File: src/rtl/pl_hazard_ctrl_if.sv
// Pipeline hazard-control signal bundle.
// master: the pipeline datapath, which drives register numbers, write enables and memory status.
// slave:  the hazard unit, which returns stall/flush/forward controls and status.
//
// Memory handshake: MemReqM is high while the memory-stage instruction needs data memory.
// MemReadyM is high in the cycle the access completes.
// An access finishes in the cycle where MemReqM and MemReadyM are both high.
// MemReqM high with MemReadyM low means the memory stage must wait.
// MemReadyM has no meaning while MemReqM is low, except during an outstanding wait.
interface pl_hazard_ctrl_if;
   logic [4:0]  Rs1D;
   logic [4:0]  Rs2D;
   logic [4:0]  Rs1E;
   logic [4:0]  Rs2E;
   logic [4:0]  RdE;
   logic        RegWriteE;
   logic        RegWriteM;
   logic        RegWriteW;
   logic [1:0]  ResultSrcE;
   logic [4:0]  RdM;
   logic [4:0]  RdW;
   logic        PCSrcE;
   logic        MemReqM;
   logic        MemReadyM;
   logic        StallF;
   logic        StallD;
   logic        StallE;
   logic        StallM;
   logic        FlushD;
   logic        FlushE;
   logic        FlushW;
   logic [1:0]  ForwardAE;
   logic [1:0]  ForwardBE;
   logic        MemTimeout;
   logic [15:0] StallCnt;

   modport master (
      output Rs1D, Rs2D, Rs1E, Rs2E, RdE, RegWriteE, RegWriteM, RegWriteW,
             ResultSrcE, RdM, RdW, PCSrcE, MemReqM, MemReadyM,
      input  StallF, StallD, StallE, StallM, FlushD, FlushE, FlushW,
             ForwardAE, ForwardBE, MemTimeout, StallCnt
   );

   modport slave (
      input  Rs1D, Rs2D, Rs1E, Rs2E, RdE, RegWriteE, RegWriteM, RegWriteW,
             ResultSrcE, RdM, RdW, PCSrcE, MemReqM, MemReadyM,
      output StallF, StallD, StallE, StallM, FlushD, FlushE, FlushW,
             ForwardAE, ForwardBE, MemTimeout, StallCnt
   );
endinterface

File: src/rtl/pl_hazard_ctrl.sv
// Pipeline hazard controller: load-use and data-hazard stalls, branch flushes,
// ALU operand forwarding, and a data-memory wait FSM with a sticky timeout.
// Optional feature macro: PL_HAZARD_FWD_EN enables operand forwarding.
// Without PL_HAZARD_FWD_EN, forwarding is off and any pending write to a decode
// source register stalls decode.
// o_dbg_state exposes the FSM state: 0 = RUN, 1 = MEM_WAIT, 2 = TIMEOUT.
module pl_hazard_ctrl #(
   parameter int MEM_TIMEOUT = 255
) (
   input  logic             clk,
   input  logic             rst_n,
   pl_hazard_ctrl_if.slave  hz,
   output logic [1:0]       o_dbg_state
);

   typedef enum logic [1:0] {
      ST_RUN      = 2'd0,
      ST_MEM_WAIT = 2'd1,
      ST_TIMEOUT  = 2'd2
   } state_t;

   // The last wait-counter value before a timeout is declared.
   localparam logic [15:0] LP_WAIT_LAST = 16'(MEM_TIMEOUT - 1);

   state_t      r_state;
   state_t      w_state_nxt;
   logic [15:0] r_wait_cnt;
   logic [15:0] w_wait_cnt_nxt;
   logic [15:0] r_stall_cnt;
   logic        w_mem_stall;
   logic        w_load_use;
   logic        w_data_hazard;
   logic [1:0]  w_fwd_a;
   logic [1:0]  w_fwd_b;
   logic        w_stall_f;
   logic        w_stall_d;
   logic        w_stall_e;
   logic        w_stall_m;
   logic        w_flush_d;
   logic        w_flush_e;
   logic        w_flush_w;

   // FSM state and wait counter registers.
   always_ff @(posedge clk or negedge rst_n) begin
      if (!rst_n) begin
         r_state    <= ST_RUN;
         r_wait_cnt <= 16'd0;
      end else begin
         r_state    <= w_state_nxt;
         r_wait_cnt <= w_wait_cnt_nxt;
      end
   end

   // Memory-wait next state.
   // The memory stall is combinational, so it is held in the same cycle the wait starts.
   // It is released in the same cycle MemReadyM arrives.
   always_comb begin
      w_state_nxt    = r_state;
      w_wait_cnt_nxt = r_wait_cnt;
      w_mem_stall    = 1'b0;
      case (r_state)
         ST_RUN: begin
            if (hz.MemReqM && !hz.MemReadyM) begin
               w_state_nxt    = ST_MEM_WAIT;
               w_wait_cnt_nxt = 16'd0;
               w_mem_stall    = 1'b1;
            end
         end
         ST_MEM_WAIT: begin
            if (hz.MemReadyM) begin
               w_state_nxt = ST_RUN;
            end else begin
               w_mem_stall    = 1'b1;
               w_wait_cnt_nxt = r_wait_cnt + 16'd1;
               if (r_wait_cnt == LP_WAIT_LAST) begin
                  w_state_nxt = ST_TIMEOUT;
               end
            end
         end
         ST_TIMEOUT: begin
            // Only reset leaves this state.
            w_mem_stall = 1'b1;
         end
         default: begin
            w_state_nxt    = ST_RUN;
            w_wait_cnt_nxt = 16'd0;
         end
      endcase
   end

   // Load in execute whose destination register is read by decode.
   always_comb begin
      w_load_use = (hz.ResultSrcE == 2'b01) && (hz.RdE != 5'd0) &&
                   ((hz.RdE == hz.Rs1D) || (hz.RdE == hz.Rs2D));
   end

`ifdef PL_HAZARD_FWD_EN
   // The memory stage wins over writeback because it holds the younger result.
   // Only a load still needs a bubble.
   logic w_unused_fwd;

   always_comb begin
      w_data_hazard = w_load_use;
      w_fwd_a       = 2'b00;
      w_fwd_b       = 2'b00;
      if (hz.RegWriteM && (hz.RdM != 5'd0) && (hz.RdM == hz.Rs1E)) begin
         w_fwd_a = 2'b10;
      end else if (hz.RegWriteW && (hz.RdW != 5'd0) && (hz.RdW == hz.Rs1E)) begin
         w_fwd_a = 2'b01;
      end
      if (hz.RegWriteM && (hz.RdM != 5'd0) && (hz.RdM == hz.Rs2E)) begin
         w_fwd_b = 2'b10;
      end else if (hz.RegWriteW && (hz.RdW != 5'd0) && (hz.RdW == hz.Rs2E)) begin
         w_fwd_b = 2'b01;
      end
   end

   assign w_unused_fwd = hz.RegWriteE;
`else
   // Without forwarding, decode waits until every writer of its sources has left the memory stage.
   logic w_busy_rs1;
   logic w_busy_rs2;
   logic w_unused_fwd;

   always_comb begin
      w_busy_rs1 = (hz.Rs1D != 5'd0) &&
                   ((hz.RegWriteE && (hz.Rs1D == hz.RdE)) ||
                    (hz.RegWriteM && (hz.Rs1D == hz.RdM)));
      w_busy_rs2 = (hz.Rs2D != 5'd0) &&
                   ((hz.RegWriteE && (hz.Rs2D == hz.RdE)) ||
                    (hz.RegWriteM && (hz.Rs2D == hz.RdM)));
      w_data_hazard = w_load_use || w_busy_rs1 || w_busy_rs2;
      w_fwd_a       = 2'b00;
      w_fwd_b       = 2'b00;
   end

   assign w_unused_fwd = ^{hz.Rs1E, hz.Rs2E, hz.RegWriteW, hz.RdW};
`endif

   // Control priority, highest first: reset, memory stall, taken branch, data hazard.
   always_comb begin
      w_stall_f = 1'b0;
      w_stall_d = 1'b0;
      w_stall_e = 1'b0;
      w_stall_m = 1'b0;
      w_flush_d = 1'b0;
      w_flush_e = 1'b0;
      w_flush_w = 1'b0;
      if (!rst_n) begin
         // All controls are quiet while reset is held.
      end else if (w_mem_stall) begin
         w_stall_f = 1'b1;
         w_stall_d = 1'b1;
         w_stall_e = 1'b1;
         w_stall_m = 1'b1;
         w_flush_w = 1'b1;
      end else if (hz.PCSrcE) begin
         // Stalling would keep the wrong-path instruction, so the branch wins.
         w_flush_d = 1'b1;
         w_flush_e = 1'b1;
      end else if (w_data_hazard) begin
         w_stall_f = 1'b1;
         w_stall_d = 1'b1;
         w_flush_e = 1'b1;
      end
   end

   // Saturating count of fetch-stall cycles.
   always_ff @(posedge clk or negedge rst_n) begin
      if (!rst_n) begin
         r_stall_cnt <= 16'd0;
      end else if (w_stall_f && (r_stall_cnt != 16'hFFFF)) begin
         r_stall_cnt <= r_stall_cnt + 16'd1;
      end
   end

   assign hz.StallF     = w_stall_f;
   assign hz.StallD     = w_stall_d;
   assign hz.StallE     = w_stall_e;
   assign hz.StallM     = w_stall_m;
   assign hz.FlushD     = w_flush_d;
   assign hz.FlushE     = w_flush_e;
   assign hz.FlushW     = w_flush_w;
   assign hz.ForwardAE  = w_fwd_a;
   assign hz.ForwardBE  = w_fwd_b;
   assign hz.MemTimeout = (r_state == ST_TIMEOUT);
   assign hz.StallCnt   = r_stall_cnt;
   assign o_dbg_state   = r_state;

endmodule

File: src/flat_wrapper.sv
// flat-port wrapper written by rule: the top's interface ports become plain ports
module pl_hazard_ctrl_flat 
#(
   parameter int MEM_TIMEOUT = 255
)
  (clk, rst_n, o_dbg_state, hz_Rs1D, hz_Rs2D, hz_Rs1E, hz_Rs2E, hz_RdE, hz_RegWriteE, hz_RegWriteM, hz_RegWriteW, hz_ResultSrcE, hz_RdM, hz_RdW, hz_PCSrcE, hz_MemReqM, hz_MemReadyM, hz_StallF, hz_StallD, hz_StallE, hz_StallM, hz_FlushD, hz_FlushE, hz_FlushW, hz_ForwardAE, hz_ForwardBE, hz_MemTimeout, hz_StallCnt);
  pl_hazard_ctrl_if hz_i ();
  input  logic clk;
  input  logic rst_n;
  output logic [1:0] o_dbg_state;
  input wire logic [$bits(hz_i.Rs1D)-1:0] hz_Rs1D;
  input wire logic [$bits(hz_i.Rs2D)-1:0] hz_Rs2D;
  input wire logic [$bits(hz_i.Rs1E)-1:0] hz_Rs1E;
  input wire logic [$bits(hz_i.Rs2E)-1:0] hz_Rs2E;
  input wire logic [$bits(hz_i.RdE)-1:0] hz_RdE;
  input wire logic [$bits(hz_i.RegWriteE)-1:0] hz_RegWriteE;
  input wire logic [$bits(hz_i.RegWriteM)-1:0] hz_RegWriteM;
  input wire logic [$bits(hz_i.RegWriteW)-1:0] hz_RegWriteW;
  input wire logic [$bits(hz_i.ResultSrcE)-1:0] hz_ResultSrcE;
  input wire logic [$bits(hz_i.RdM)-1:0] hz_RdM;
  input wire logic [$bits(hz_i.RdW)-1:0] hz_RdW;
  input wire logic [$bits(hz_i.PCSrcE)-1:0] hz_PCSrcE;
  input wire logic [$bits(hz_i.MemReqM)-1:0] hz_MemReqM;
  input wire logic [$bits(hz_i.MemReadyM)-1:0] hz_MemReadyM;
  output wire logic [$bits(hz_i.StallF)-1:0] hz_StallF;
  output wire logic [$bits(hz_i.StallD)-1:0] hz_StallD;
  output wire logic [$bits(hz_i.StallE)-1:0] hz_StallE;
  output wire logic [$bits(hz_i.StallM)-1:0] hz_StallM;
  output wire logic [$bits(hz_i.FlushD)-1:0] hz_FlushD;
  output wire logic [$bits(hz_i.FlushE)-1:0] hz_FlushE;
  output wire logic [$bits(hz_i.FlushW)-1:0] hz_FlushW;
  output wire logic [$bits(hz_i.ForwardAE)-1:0] hz_ForwardAE;
  output wire logic [$bits(hz_i.ForwardBE)-1:0] hz_ForwardBE;
  output wire logic [$bits(hz_i.MemTimeout)-1:0] hz_MemTimeout;
  output wire logic [$bits(hz_i.StallCnt)-1:0] hz_StallCnt;
  assign hz_i.Rs1D = hz_Rs1D;
  assign hz_i.Rs2D = hz_Rs2D;
  assign hz_i.Rs1E = hz_Rs1E;
  assign hz_i.Rs2E = hz_Rs2E;
  assign hz_i.RdE = hz_RdE;
  assign hz_i.RegWriteE = hz_RegWriteE;
  assign hz_i.RegWriteM = hz_RegWriteM;
  assign hz_i.RegWriteW = hz_RegWriteW;
  assign hz_i.ResultSrcE = hz_ResultSrcE;
  assign hz_i.RdM = hz_RdM;
  assign hz_i.RdW = hz_RdW;
  assign hz_i.PCSrcE = hz_PCSrcE;
  assign hz_i.MemReqM = hz_MemReqM;
  assign hz_i.MemReadyM = hz_MemReadyM;
  assign hz_StallF = hz_i.StallF;
  assign hz_StallD = hz_i.StallD;
  assign hz_StallE = hz_i.StallE;
  assign hz_StallM = hz_i.StallM;
  assign hz_FlushD = hz_i.FlushD;
  assign hz_FlushE = hz_i.FlushE;
  assign hz_FlushW = hz_i.FlushW;
  assign hz_ForwardAE = hz_i.ForwardAE;
  assign hz_ForwardBE = hz_i.ForwardBE;
  assign hz_MemTimeout = hz_i.MemTimeout;
  assign hz_StallCnt = hz_i.StallCnt;
  pl_hazard_ctrl #(.MEM_TIMEOUT(MEM_TIMEOUT)) u_core (.clk(clk), .rst_n(rst_n), .hz(hz_i), .o_dbg_state(o_dbg_state));
endmodule
File: config.mk
export PLATFORM = sky130hd
export DESIGN_NAME = pl_hazard_ctrl_flat
export DESIGN_NICKNAME = d
export VERILOG_FILES = /design/src/rtl/pl_hazard_ctrl_if.sv /design/src/rtl/pl_hazard_ctrl.sv /design/src/flat_wrapper.sv
export SDC_FILE = /design/constraint.sdc
export NUM_CORES = 1
export LEC_CHECK = 0
export ABC_AREA = 1
export BUFFER_PORTS_ARGS = -buffer_cell sky130_fd_sc_hd__buf_2
export CAP_MARGIN = 20
export CORE_MARGIN = 8
export CORE_UTILIZATION = 45
export DETAILED_ROUTE_END_ITERATION = 8
export GPL_TIMING_DRIVEN = 0
export HOLD_SLACK_MARGIN = 0.05
export PLACE_DENSITY = 0.77
export SYNTH_ARGS = -nofsm -noshare
export SYNTH_HDL_FRONTEND = slang
export SYNTH_SLANG_ARGS = --single-unit
File: constraint.sdc
create_clock -name clk -period 1.9 [get_ports clk]
set_clock_uncertainty 0.2 [all_clocks]
set_input_delay 0.38 -clock clk [delete_from_list [all_inputs] [get_ports clk]]
set_output_delay 0.38 -clock clk [all_outputs]
set_load 0.005 [all_outputs]
### After elaboration in Yosys (flattened, before gate mapping)

Index checks and enable logic that the tools add are counted.

| storage, ports and cells | value |
|---|---|
| register bits after elaboration | 34 |
| input port bits | 45 |
| output and inout bits | 30 |

| cells by class | value |
|---|---|
| add/sub/neg operators | 2 |
| equal/unequal tests | 14 |
| mux-type cells | 22 |
| bitwise operators | 1 |
| reductions and logical operators | 22 |

Operators with widths:

| kind | count |
|---|---|
| $pmux W16 S3 | 1 |
| $add A16 B1 Y16 const B | 2 |
| $mux W16 | 2 |
| $eq A5 B5 Y1 | 6 |
| $eq A16 B8 Y1 const B | 1 |
| $ne A16 B16 Y1 const B | 1 |
| $reduce_bool A5 Y1 | 3 |
| $mux W1 | 14 |
| $logic_and A1 B1 Y1 | 10 |
| $mux W2 | 3 |
| $pmux W2 S3 | 1 |
| $reduce_and A3 Y1 | 2 |
| $logic_or A1 B1 Y1 | 5 |
| $eq A2 B1 Y1 const B | 2 |
| $ne A3 B2 Y1 const B | 1 |
| $pmux W1 S3 | 1 |
| $eq A2 B2 Y1 const B | 1 |
| $logic_not A2 Y1 | 1 |
| $ne A2 B1 Y1 const B | 1 |
| $ne A2 B2 Y1 const B | 1 |
| $logic_not A1 Y1 | 1 |
| $not A1 Y1 | 1 |

### Logic depth before layout (Yosys ltp)

Gate-level depths: netlist (run 1).

| logic depth | value |
|---|---|
| word-level depth | 11 |
| depth in mapped cells | 14 |
| depth with buffers taken out | 13 |

### Least setup slack after synthesis (run 1)

Ideal clock, no wire load.

| path | value |
|---|---|
| path type | flip-flop to output port |
| start point | register u_core.r_state[1], in the netlist u_core.o_dbg_state[1] |
| end point | output port hz_StallF |
| data arrival time | 1.425 ns |
| required time | 1.320 ns |
| setup slack | -0.105 ns |
| stages on the path, launching flop included | 12 |
| path buffers | 2 |
| cell sequence | dfrtp_1 nor2_4 inv_2 nor2_4 inv_2 nand3_2 inv_2 nor2_4 inv_2 nand2_8 buf_6 buf_4 |

| on the way | value |
|---|---|
| word-level cells in the longest chain between the ends | 4 |
| elaborated cells on any way between the ends | 6 |
| classes of those cells | eq/ne (2); mux (3); reduce/logical (1) |

RTL lines:

| what | line | text |
|---|---|---|
| from (decl) | pl_hazard_ctrl.sv:25 | `state_t r_state;` |
| from (signal assigned) | pl_hazard_ctrl.sv:49 | `r_state <= w_state_nxt;` |
| $eq A2 B2 Y1 (tied with other cells) | pl_hazard_ctrl.sv:61 | `case (r_state)` |
| $pmux W1 S3 * | pl_hazard_ctrl.sv:61 |  |
| $mux W1 * (2 in a row) | - |  |
| to (decl) | flat_wrapper.sv:25 | `output wire logic [$bits(hz_i.StallF)-1:0] hz_StallF;` |

Every way passes the cells marked *; elsewhere a longest branch is shown, timed or not.

### Worst setup path in the final report (run 1)

| path | value |
|---|---|
| start point | register u_core.r_state[1], in the netlist u_core.o_dbg_state[1] |
| end point | output port hz_StallF |

| on the way | value |
|---|---|
| word-level cells in the longest chain between the ends | 4 |
| elaborated cells on any way between the ends | 6 |
| classes of those cells | eq/ne (2); mux (3); reduce/logical (1) |

RTL lines:

| what | line | text |
|---|---|---|
| $eq A2 B2 Y1 (tied with other cells) | pl_hazard_ctrl.sv:61 |  |
| $pmux W1 S3 * | pl_hazard_ctrl.sv:61 |  |
| $mux W1 * | pl_hazard_ctrl.sv:151 | `end else if (w_mem_stall) begin` |
| $mux W1 * | pl_hazard_ctrl.sv:149 | `if (!rst_n) begin` |

Marks and branches as above.

==> impl_results.md, run 1 <==
* Setup ws final at -0.4007 ns
* # DRC at 0
* Hold/Removal Path Class: in -> async
* Worst r2r dst: u_core.r_wait_cnt[12]
* Max-slew violations at 0
* Sequential area share after synthesis at 0.3175
* Nature of the critical path startpoint: flip-flop
* Synth Flop Type: dfrtp_1
* Max Fclk at 0.4347 GHz
* Setup Viol. Count Final at 23
* Mean area per synthesized cell at 7.090 um2
* Warning count from the yosys run at 0
* Setup TNS at -2.342 ns
* Starting DRT DRC Count at 133
* Maxcap violations at 0
* Dpl hpwl at 4.911 mm
* TritonCTS clock tree: yes
* Met1 GRT Util at 0.1864
* Leakage at 1.811 nW
* Slowest cell on the critical path: dfrtp_2
* Largest net degree at the start of global routing at 37
* Initial Util at 0.4581
* GRT Total Usage at 0.1607
* Worst Path Buf+Inv at 8
* PwrDens at 534.2 nW/um2
* Antenna Cells at 0
* Critical Path End Type: output port
* Synth-to-Final Area Change at 26.75%
* Req. time, crit path at 1.32 ns
* Status: finished with violations
* Violated checks: negative hold slack, negative setup slack
* Critical path peak fanout at 6
* Share of cells above drive strength 1 at 0.3397
* Vias per std cell at 4.939
* Hold slack at -0.1685 ns
* CTS buffer count at 5
* Clk slew on worst S/H paths at 0.07 ns
* Die area at 8682 um2
* Drt pass-1 iters at 5
* Root Buffer: clkbuf_8
* RePlAce Congestion at 0.8802
* FF-to-FF path depth at 9
* Met2 Resource Use GR at 0.2704
* Final #Nets at 515
* Period utilization at 1.211
* Synth Register Bits at 34
* IO Pins at 75
* Vias in the first global route at 2,662
* Data arrival time of the critical path at 1.72 ns
* Core Area at 5851 um2
* Clk buf depth at 2
* Netlist Area Pre-Place at 2680 um2
* Placed instance area at 3057 um2
* H-tree Lvls at 2
* Post-synth EDFFs at 0
* Vias at 2,682
* Final Hold Viols at 34
* Reg2reg setup slack at -0.19 ns
* Clock Sinks at 34
* PortBufs at 54
* Antenna-violating nets left at 0
* Shortest period the worst path allows at 2.301 ns
* Die Width at 93.18 um
* First-pass GRT wire length at 11.36 mm
* GRT busiest layer: met2
* Netlist cell types at 41
* Design Area, Final at 3397 um2
* CP Class: reg -> out
* Post-Syn Instances at 378
* Worst r2r src: u_core.o_dbg_state[1]
* Total wire length at 6.791 mm
* Wire length per cell at 12.51 um
* Skew-Pair Late Insertion Delay at 0.30 ns
* FP Rows at 28
* CP max stage delay at 0.44 ns
* Initial antenna violation count at 0
* CP Cell Sequence: buf_6 > inv_2 > nor2_1 > inv_1 > nand3_2 > inv_2 > nor2_4 > inv_2 > nand2_8 > buf_8 > buf_6 > buf_6
* Delay-heaviest family, CP: buffers and inverters
* Met3 global-route usage at 0.04968
* Remaining Overflow, GRT at 0
* Worst vdd ir at 412.7 uV
* Die Span Y at 93.18 um
* Ys async rst share at 1.000
* RSZ-0062 raised after global routing: true
[synthesized netlist by cell type (all sizes together), types with 8 or more instances]
cell / n / area, um2
a21oi: 11 / 62.56
buf: 10 / 88.83
dfrtp: 34 / 850.8
inv: 65 / 246.5
nand2: 107 / 470.4
nand3: 43 / 235.2
nand4: 10 / 83.83
nor2: 36 / 177.7
nor3: 12 / 81.33
o21ai: 16 / 95.10
xnor2: 8 / 70.07
xor2: 11 / 96.34
[how the worst max path moves through the flow]
stage | startpoint | endpoint | slack (ns) | cells past startpoint
final | u_core.o_dbg_state[1] | hz_StallF | -0.40 | 12
after global routing | u_core.o_dbg_state[0] | hz_StallF | -0.49 | 13
after CTS | u_core.o_dbg_state[1] | hz_StallF | -0.41 | 12
after detailed placement | rst_n | hz_StallF | -0.72 | 8
after global placement | rst_n | hz_StallF | -0.68 | 8
after floorplan | u_core.o_dbg_state[0] | hz_StallF | -0.08 | 12
[flip-flops by register name, indices dropped and copies added, names as in the netlist]
signal,count
u_core.hz.StallCnt,16
u_core.r_wait_cnt,16
u_core.o_dbg_state,2
[repair_timing]
item,in CTS,in global routing
endpoints found under the setup margin,17,34
buffers inserted,23,6
resized for setup,9,10
endpoints found under the hold margin,34,34
pin swaps,6,6
[metal layers]
layer	up-vias	wire length (um)
li1	1365	-
met1	1252	2907
met2	57	3433
met3	8	350
met4	0	99
met5	-	0
[power by group]
part / total (W) / internal [W] / switching [W]
clock: 0.000568 / 0.000292 / 0.000275
sequential: 0.000837 / 0.000772 / 0.0000647
combinational: 0.000410 / 0.000190 / 0.000220
total: 0.00181 / 0.00125 / 0.000560
[cells in the final DEF, fill, tap and decap left out, types with 11 or more instances in the layout]
cell	synthesis	layout
nand2_1	89	88
inv_1	52	52
buf_2	1	52
nand3_1	39	38
dfrtp_1	34	33
buf_4	7	31
nor2_1	29	25
nand2_2	15	16
inv_2	12	12
xor2_1	11	11
[stage by stage]
stage / setup WS, ns / std cells / total power, W / util
after global placement: -0.6800 / 510 / 0.001212 / 0.5225
after floorplan: -0.08435 / 381 / 0.001067 / -
after global routing: -0.4899 / 543 / 0.001922 / 0.5806
after detailed placement: -0.7165 / 510 / 0.001223 / 0.5225
final: -0.4007 / 543 / 0.001815 / 0.5806
after CTS: -0.4060 / 541 / 0.001813 / 0.5734
[cells by family after synthesis]
kind of cell	Yosys count	share of synthesized area
other	1	0.001399
flip-flops	34	0.3175
buffers and inverters	76	0.1270
XOR/XNOR	19	0.06209
AO/OA/AOI/OAI	32	0.07237
AND/OR/NAND/NOR	213	0.4057
adder cells (fa/ha/maj)	3	0.01401
[final cells by class]
| cell class | instances | area, um2 |
|---|---|---|
| plain buffers | 10 | 102.6 |
| repair buffers | 79 | 470.5 |
| clock inverters | 1 | 5.005 |
| multi-input cells | 271 | 1535 |
| clock buffers | 7 | 86.33 |
| flip-flops and latches | 34 | 852.1 |
| inverters | 66 | 251.5 |
| fillers | 534 | 2454 |
| well taps | 75 | 93.84 |
No activity file was read; power rests on OpenSTA's default activity.
==> run 2: changes to the inputs <==
--- a/config.mk
+++ b/config.mk
@@ -14,6 +14,7 @@
 export GPL_TIMING_DRIVEN = 0
 export HOLD_SLACK_MARGIN = 0.05
 export PLACE_DENSITY = 0.77
+export RECOVER_POWER = 50
 export SYNTH_ARGS = -nofsm -noshare
 export SYNTH_HDL_FRONTEND = slang
 export SYNTH_SLANG_ARGS = --single-unit
==> constraint.sdc (replaced) <==
create_clock -name clk -period 2 [get_ports clk]
set_clock_uncertainty 0.2 [all_clocks]
set_input_delay 0.4 -clock clk [delete_from_list [all_inputs] [get_ports clk]]
set_output_delay 0.4 -clock clk [all_outputs]
set_load 0.005 [all_outputs]
==> run 2 against run 1 <==
The run ends with negative setup slack left. Critical path depth unchanged. Power fell by 5.0%. Flip-flop and latch count stayed put. Non-clock buffer count unchanged. First-iteration DRC count fell by 29%. Final cell count unchanged. Combinational power decreased by 5.9%. Critical path type unchanged. Critical endpoint unchanged. Largest cell class unchanged.
==> impl_results.md, run 2 (synthesis results as in run 1) <==
* Status: finished with violations (unchanged)
* Violated checks: negative setup slack (was negative hold slack, negative setup slack)
* Met3 WL post-DR at 393 um (was 350 um)
* Clock Sinks at 34 (unchanged)
* Req. time, crit path at 1.40 ns (was 1.32 ns)
* Dpl hpwl at 4.911 mm (unchanged)
* Worst relative slew slack at 0.4212
* Final #Nets at 515 (unchanged)
* Wire length per cell at 12.23 um (was 12.51 um)
* Clk buf depth at 2 (unchanged)
* First-pass GRT wire length at 11.29 mm (was 11.36 mm)
* H-tree Lvls at 2 (unchanged)
* Nature of the critical path startpoint: flip-flop (unchanged)
* Metal-1 WL at 2.889 mm (was 2.907 mm)
* Root Buffer: clkbuf_8 (unchanged)
* Critical Path End Type: output port (unchanged)
* Cell Int Power at 0.001192 W (was 0.001255 W)
* Largest net degree at the start of global routing at 35 (was 37)
* Drt pass-1 iters at 4 (was 5)
* Starting DRT DRC Count at 95 (was 133)
* Wire length on met2 at 3.252 mm (was 3.433 mm)
* Delay-heaviest family, CP: buffers and inverters (unchanged)
* Gate power share at 0.224 (was 0.226)
* Setup ws final at -0.3199 ns (was -0.4007 ns)
* Slew @ Worst Pin at 0.8682 ns
* Max Fclk at 0.4311 GHz
* Share of cells above drive strength 1 at 0.3333 (was 0.3397)
* # DRC at 0 (unchanged)
* RePlAce Congestion at 0.8802 (unchanged)
* Die Width at 93.18 um (unchanged)
* Core Area at 5851 um2 (unchanged)
* Initial antenna violation count at 0 (unchanged)
* FF-to-FF path depth at 9 (unchanged)
* CTS buffer count at 5 (unchanged)
* Setup TNS at -1.344 ns (was -2.342 ns)
* CP Cell Sequence: buf_6 > inv_2 > nor2_1 > inv_1 > nand3_2 > inv_2 > nor2_4 > inv_2 > nand2_8 > buf_8 > buf_6 > buf_6 (unchanged)
* Critical path peak fanout at 6 (unchanged)
* Final Non-Filler Cells at 543 (unchanged)
* Clock group share of total power at 0.314 (was 0.313)
* TritonCTS clock tree: yes (unchanged)
* Total wire length at 6.639 mm (was 6.791 mm)
* Initial Util at 0.4581 (unchanged)
* Worst Hold End: u_core.o_dbg_state[0]
* Die Span Y at 93.18 um (unchanged)
* Remaining Overflow, GRT at 0 (unchanged)
* Hold Startpoint: hz_MemReqM
* CP max stage delay at 0.44 ns (about the same)
* Final Hold Viols at 0 (was 34)
* PwrDens at 508.4 nW/um2 (was 534.2 nW/um2)
* Antenna Cells at 0 (unchanged)
* Period utilization at 1.160
* Fillers at 529 (was 534)
* Antenna-violating nets left at 0 (unchanged)
* Net Switching at 0.0005312 W (was 0.0005597 W)
* Vias at 2,670 (was 2,682)
* Data arrival time of the critical path at 1.72 ns (about the same)
* Worst r2r src: u_core.o_dbg_state[1] (unchanged)
* GRT Total Usage at 0.1591 (was 0.1607)
* Maxcap violations at 0 (unchanged)
* Switching share of power at 0.3083 (was 0.3085)
* CP Class: reg -> out (unchanged)
* Hold/Removal Path Class: in -> reg (was in -> async)
* Setup Viol. Count Final at 7 (was 23)
* Die area at 8682 um2 (unchanged)
* Vias per std cell at 4.917 (was 4.939)
* Max-slew violations at 0 (unchanged)
* Worst Path Buf+Inv at 8 (unchanged)
* RSZ-0062 raised after global routing: true (unchanged)
* Commonest non-fill, non-tap cell in the layout: nand2_1 (unchanged)
* Worst r2r dst: u_core.r_wait_cnt[12] (unchanged)
* Slowest cell on the critical path: dfrtp_2 (unchanged)
* Crit path from: u_core.o_dbg_state[1] (unchanged)
* Register share of total power at 0.462 (was 0.461)
* Reg2reg setup slack at 0.08 ns (was -0.19 ns)
* IO Pins at 75 (unchanged)
* Worst vdd ir at 411.5 uV (was 412.7 uV)
* Clk slew on worst S/H paths at 0.07 ns (about the same)
* Placed instance count at 510 (unchanged)
* Max Used Layer: met4 (unchanged)
* Shortest period the worst path allows at 2.320 ns
* Commonest non-fill, non-tap cells in the layout: nand2_1, inv_1, buf_2 (unchanged)
* FP Rows at 28 (unchanged)
* Synth-to-Final Area Change at 26.47% (was 26.75%)
* PortBufs at 54 (unchanged)
* Skew-Pair Late Insertion Delay at 0.30 ns (about the same)
* Worst Hold Path Cells at 3
* Leakage at 1.812 nW (was 1.811 nW)
* Vias in the first global route at 2,623 (was 2,662)
run 2: layer usage:
layer | global-route usage | vias up
met1 | 0.1886 | 1238
met3 | 0.05048 | 8
met2 | 0.2627 | 60
met5 | 0 | -
met4 | 0.06040 | 0
li1 | - | 1364
run 2: what timing repair did:
item                                    CTS  global route
resized for setup                         8             8
endpoints found under the setup margin   17            25
hold endpoints to repair                 34             0
hold buffers                              2             0
buffers inserted                         17            10
pin swaps                                 6             7
run 2: layout make-up:
cell class,count,area [um2],area share
inverters,66,251.5,0.07420
multi-input cells,271,1528,0.4507
plain buffers,10,102.6,0.03027
repair buffers,79,470.5,0.1388
flip-flops and latches,34,852.1,0.2514
well taps,75,93.84,0.02769
clock inverters,1,5.005,0.001477
clock buffers,7,86.33,0.02547
run 2: worst min-delay path, delay by kind of cell:
kind                   cells  cell delay, ns
buffers and inverters      1            0.11
and+or+nand+nor            2            0.18
run 2: worst max path at each step:
| stage | endpoint | slack (ns) | depth (start not counted) |
|---|---|---|---|
| 3_5_place_dp | hz_StallF | -0.66 | 8 |
| 5_1_grt | hz_StallF | -0.41 | 12 |
| 4_1_cts | hz_StallF | -0.32 | 12 |
| 6_report | hz_StallF | -0.32 | 12 |
| 2_1_floorplan | hz_StallF | -0.004 | 12 |
| 3_3_place_gp | hz_StallF | -0.62 | 8 |
run 2: per-stage QoR:
stage / cell area, um2 / hold slack, ns / setup slack, ns / total power, W / util
after CTS: 3336 / 0.2308 / -0.3238 / 0.001720 / 0.5701
final: 3390 / 0.2374 / -0.3199 / 0.001723 / 0.5793
after global placement: 3057 / 0.2749 / -0.6200 / 0.001152 / 0.5225
after global routing: 3390 / 0.2552 / -0.4089 / 0.001820 / 0.5793
after floorplan: 2693 / -0.09559 / -0.004347 / 0.001014 / -
after detailed placement: 3057 / 0.2808 / -0.6565 / 0.001162 / 0.5225
run 2: power by group through the flow:
stage	registers, W	logic [W]	clock network [W]
after floorplan	0.000804	0.000210	0
after global placement	0.000809	0.000343	0
after detailed placement	0.000807	0.000355	0
after global routing	0.000807	0.000438	0.000575
after CTS	0.000796	0.000374	0.000551
final	0.000796	0.000386	0.000541
==> run 3: changes to the inputs <==
--- a/config.mk
+++ b/config.mk
@@ -8,6 +8,7 @@
 export ABC_AREA = 1
 export BUFFER_PORTS_ARGS = -buffer_cell sky130_fd_sc_hd__buf_2
 export CAP_MARGIN = 20
+export CORE_ASPECT_RATIO = 0.7
 export CORE_MARGIN = 8
 export CORE_UTILIZATION = 45
 export DETAILED_ROUTE_END_ITERATION = 8
==> run 3 against run 2 <==
The run still ends with negative setup slack left. Maximum frequency grew 2.1%. Largest cell class unchanged. Highest routed layer unchanged. Sequential share of layout area shrank 0.75 points. Largest power group unchanged. Die area grew 0.45%. Cell area grew 3.1%.
==> impl_results.md, run 3 (synthesis results as in run 1) <==
* Status: finished with violations (unchanged)
* Violated checks: negative setup slack (unchanged)
* Period utilization at 1.136 (was 1.160)
* RSZ-0062 raised after global routing: true (unchanged)
* Setup Viol. Count Final at 7 (unchanged)
* Clock Sinks at 34 (unchanged)
* TritonCTS clock tree: yes (unchanged)
* IO Pins at 75 (unchanged)
* Antenna-violating nets left at 0 (unchanged)
* Setup WS pre-CTS at -0.6445 ns (was -0.6565 ns)
* Clk slew on worst S/H paths at 0.07 ns (about the same)
* Antenna Cells at 0 (unchanged)
* Nature of the critical path startpoint: flip-flop (unchanged)
* First-pass GRT wire length at 11.66 mm (was 11.29 mm)
* Worst r2r src: u_core.o_dbg_state[0] (was u_core.o_dbg_state[1])
* Hold/Removal Path Class: in -> reg (unchanged)
* Remaining Overflow, GRT at 0 (unchanged)
* GRT Total Usage at 0.1649 (was 0.1591)
* Slew @ Worst Pin at 0.8625 ns (was 0.8682 ns)
* FF-to-FF path depth at 13 (was 9)
* Met1 GRT Util at 0.2265 (was 0.1886)
* Vias per std cell at 5.096 (was 4.917)
* Initial Util at 0.4680 (was 0.4581)
* Vias in the first global route at 2,508 (was 2,623)
* Skew-Pair Late Insertion Delay at 0.29 ns (was 0.30 ns)
* Setup ws final at -0.2720 ns (was -0.3199 ns)
* Vias at 2,747 (was 2,670)
* Critical Path End: hz_StallF (unchanged)
* Share of cells above drive strength 1 at 0.3750 (was 0.3333)
* Fillers at 502 (was 529)
* GRT busiest layer: met2 (unchanged)
* Placed instance count at 510 (unchanged)
* Slowest cell on the critical path: dfrtp_1 (was dfrtp_2)
* Worst vdd ir at 393.5 uV (was 411.5 uV)
* Leakage at 1.802 nW (was 1.812 nW)
* Shortest period the worst path allows at 2.272 ns (was 2.320 ns)
* RePlAce Congestion at 0.9594 (was 0.8802)
* Critical Path End Type: output port (unchanged)
* Maxcap violations at 0 (unchanged)
* Commonest non-fill, non-tap cell in the layout: nand2_1 (unchanged)
* Data arrival time of the critical path at 1.67 ns (was 1.72 ns)
* Commonest non-fill, non-tap cells in the layout: nand2_1, inv_1, nand3_1 (was nand2_1, inv_1, buf_2)
* Synth-to-Final Area Change at 30.35% (was 26.47%)
* Starting DRT DRC Count at 208 (was 95)
* PwrDens at 509.3 nW/um2 (was 508.4 nW/um2)
* H-tree Lvls at 2 (unchanged)
* Req. time, crit path at 1.40 ns (about the same)
* Wire length per cell at 14.01 um (was 12.23 um)
* Clk buf depth at 2 (unchanged)
* Reg2reg setup slack at 0.05 ns (was 0.08 ns)
* PortBufs at 54 (unchanged)
* Total wire length at 7.551 mm (was 6.639 mm)
* CP Cell Sequence: buf_4 > nor2_4 > inv_1 > nand3_2 > inv_2 > nor2_4 > inv_2 > nand2_8 > buf_8 > buf_6 > buf_6 (was buf_6 > inv_2 > nor2_1 > inv_1 > nand3_2 > inv_2 > nor2_4 > inv_2 > nand2_8 > buf_8 > buf_6 > buf_6)
* Final Hold Viols at 0 (unchanged)
* Worst r2r dst: u_core.hz.StallCnt[15] (was u_core.r_wait_cnt[12])
* Final core occ at 0.6100 (was 0.5793)
* Die area at 8720 um2 (was 8682 um2)
* Worst relative slew slack at 0.4250 (was 0.4212)
* Drt pass-1 iters at 7 (was 4)
* # DRC at 0 (unchanged)
* FP Rows at 23 (was 28)
* Max-slew violations at 0 (unchanged)
* Max Fclk at 0.4401 GHz (was 0.4311 GHz)
* Dpl hpwl at 5.232 mm (was 4.911 mm)
* Met2 Resource Use GR at 0.2533 (was 0.2627)
* CTS buffer count at 5 (unchanged)
* Critical path peak fanout at 4 (was 6)
* CP max stage delay at 0.41 ns (was 0.44 ns)
* Final #Nets at 511 (was 515)
* Die Span Y at 80.57 um (was 93.18 um)
* Die Width at 108.2 um (was 93.18 um)
* Core Area at 5727 um2 (was 5851 um2)
* Initial antenna violation count at 0 (unchanged)
* Met3 global-route usage at 0.03677 (was 0.05048)
* Root Buffer: clkbuf_8 (unchanged)
* Largest net degree at the start of global routing at 35 (unchanged)
* CP Class: reg -> out (unchanged)
* Final Non-Filler Cells at 539 (was 543)
* Total power draw at 0.001779 W (was 0.001723 W)
* Crit path from: u_core.o_dbg_state[0] (was u_core.o_dbg_state[1])
* Hold slack at 0.2540 ns (was 0.2374 ns)
[run 3: how the worst min path moves through the flow]
stage / endpoint / cells after the start / start / slack [ns]
2_1_floorplan: u_core.hz.StallCnt[0] / 0 / rst_n / -0.1
3_3_place_gp: u_core.r_wait_cnt[6] / 1 / u_core.r_wait_cnt[6] / 0.28
3_5_place_dp: u_core.r_wait_cnt[6] / 1 / u_core.r_wait_cnt[6] / 0.31
4_1_cts: u_core.o_dbg_state[0] / 3 / hz_MemReqM / 0.25
5_1_grt: u_core.o_dbg_state[0] / 3 / hz_MemReqM / 0.28
6_report: u_core.o_dbg_state[0] / 3 / hz_MemReqM / 0.25
[run 3: per-layer routing]
metal	vias to the layer above	wire, um	share of wire
met2	101	3550	0.47
met4	0	64	0.0085
li1	1361	-	-
met3	9	432	0.057
met5	-	0	0
met1	1276	3502	0.46
[run 3: stage by stage]
step	area, um2	setup TNS [ns]
after floorplan	2693	-0.004347
after global placement	3057	-6.558
after detailed placement	3057	-7.182
after CTS	3318	-1.169
after global routing	3493	-1.704
final	3493	-1.143
[run 3: what timing repair did]
item	4_1_cts	5_1_grt
pin swaps	5	33
gates resized for setup	11	57
hold buffers	2	0
buffers inserted	13	6
cloned	0	0
setup endpoints to repair	17	21
endpoints found under the hold margin	34	0
[run 3: power by group]
| group | internal, W | total [W] | leakage (nW) | switching (W) |
|---|---|---|---|---|
| sequential | 0.000733 | 0.000795 | 0.448 | 0.0000611 |
| combinational | 0.000208 | 0.000438 | 1.31 | 0.000230 |
| clock | 0.000277 | 0.000546 | 0.0472 | 0.000270 |
| total | 0.00122 | 0.00178 | 1.80 | 0.000561 |
[run 3: cell type report]
type	count	area, um2	area share
clock buffers	6	82.58	0.02364
well taps	75	93.84	0.02686
plain buffers	10	102.6	0.02937
multi-input cells	271	1580	0.4524
inverters	66	261.5	0.07486
clock inverters	2	12.51	0.003582
flip-flops and latches	34	852.1	0.2439
repair buffers	75	508.0	0.1454
[run 3: worst max-delay path: cells and delay by family, from the launching register on]
family | cells | cell delay [ns]
buf+inv | 7 | 0.62
flops | 1 | 0.41
simple gates | 4 | 0.36
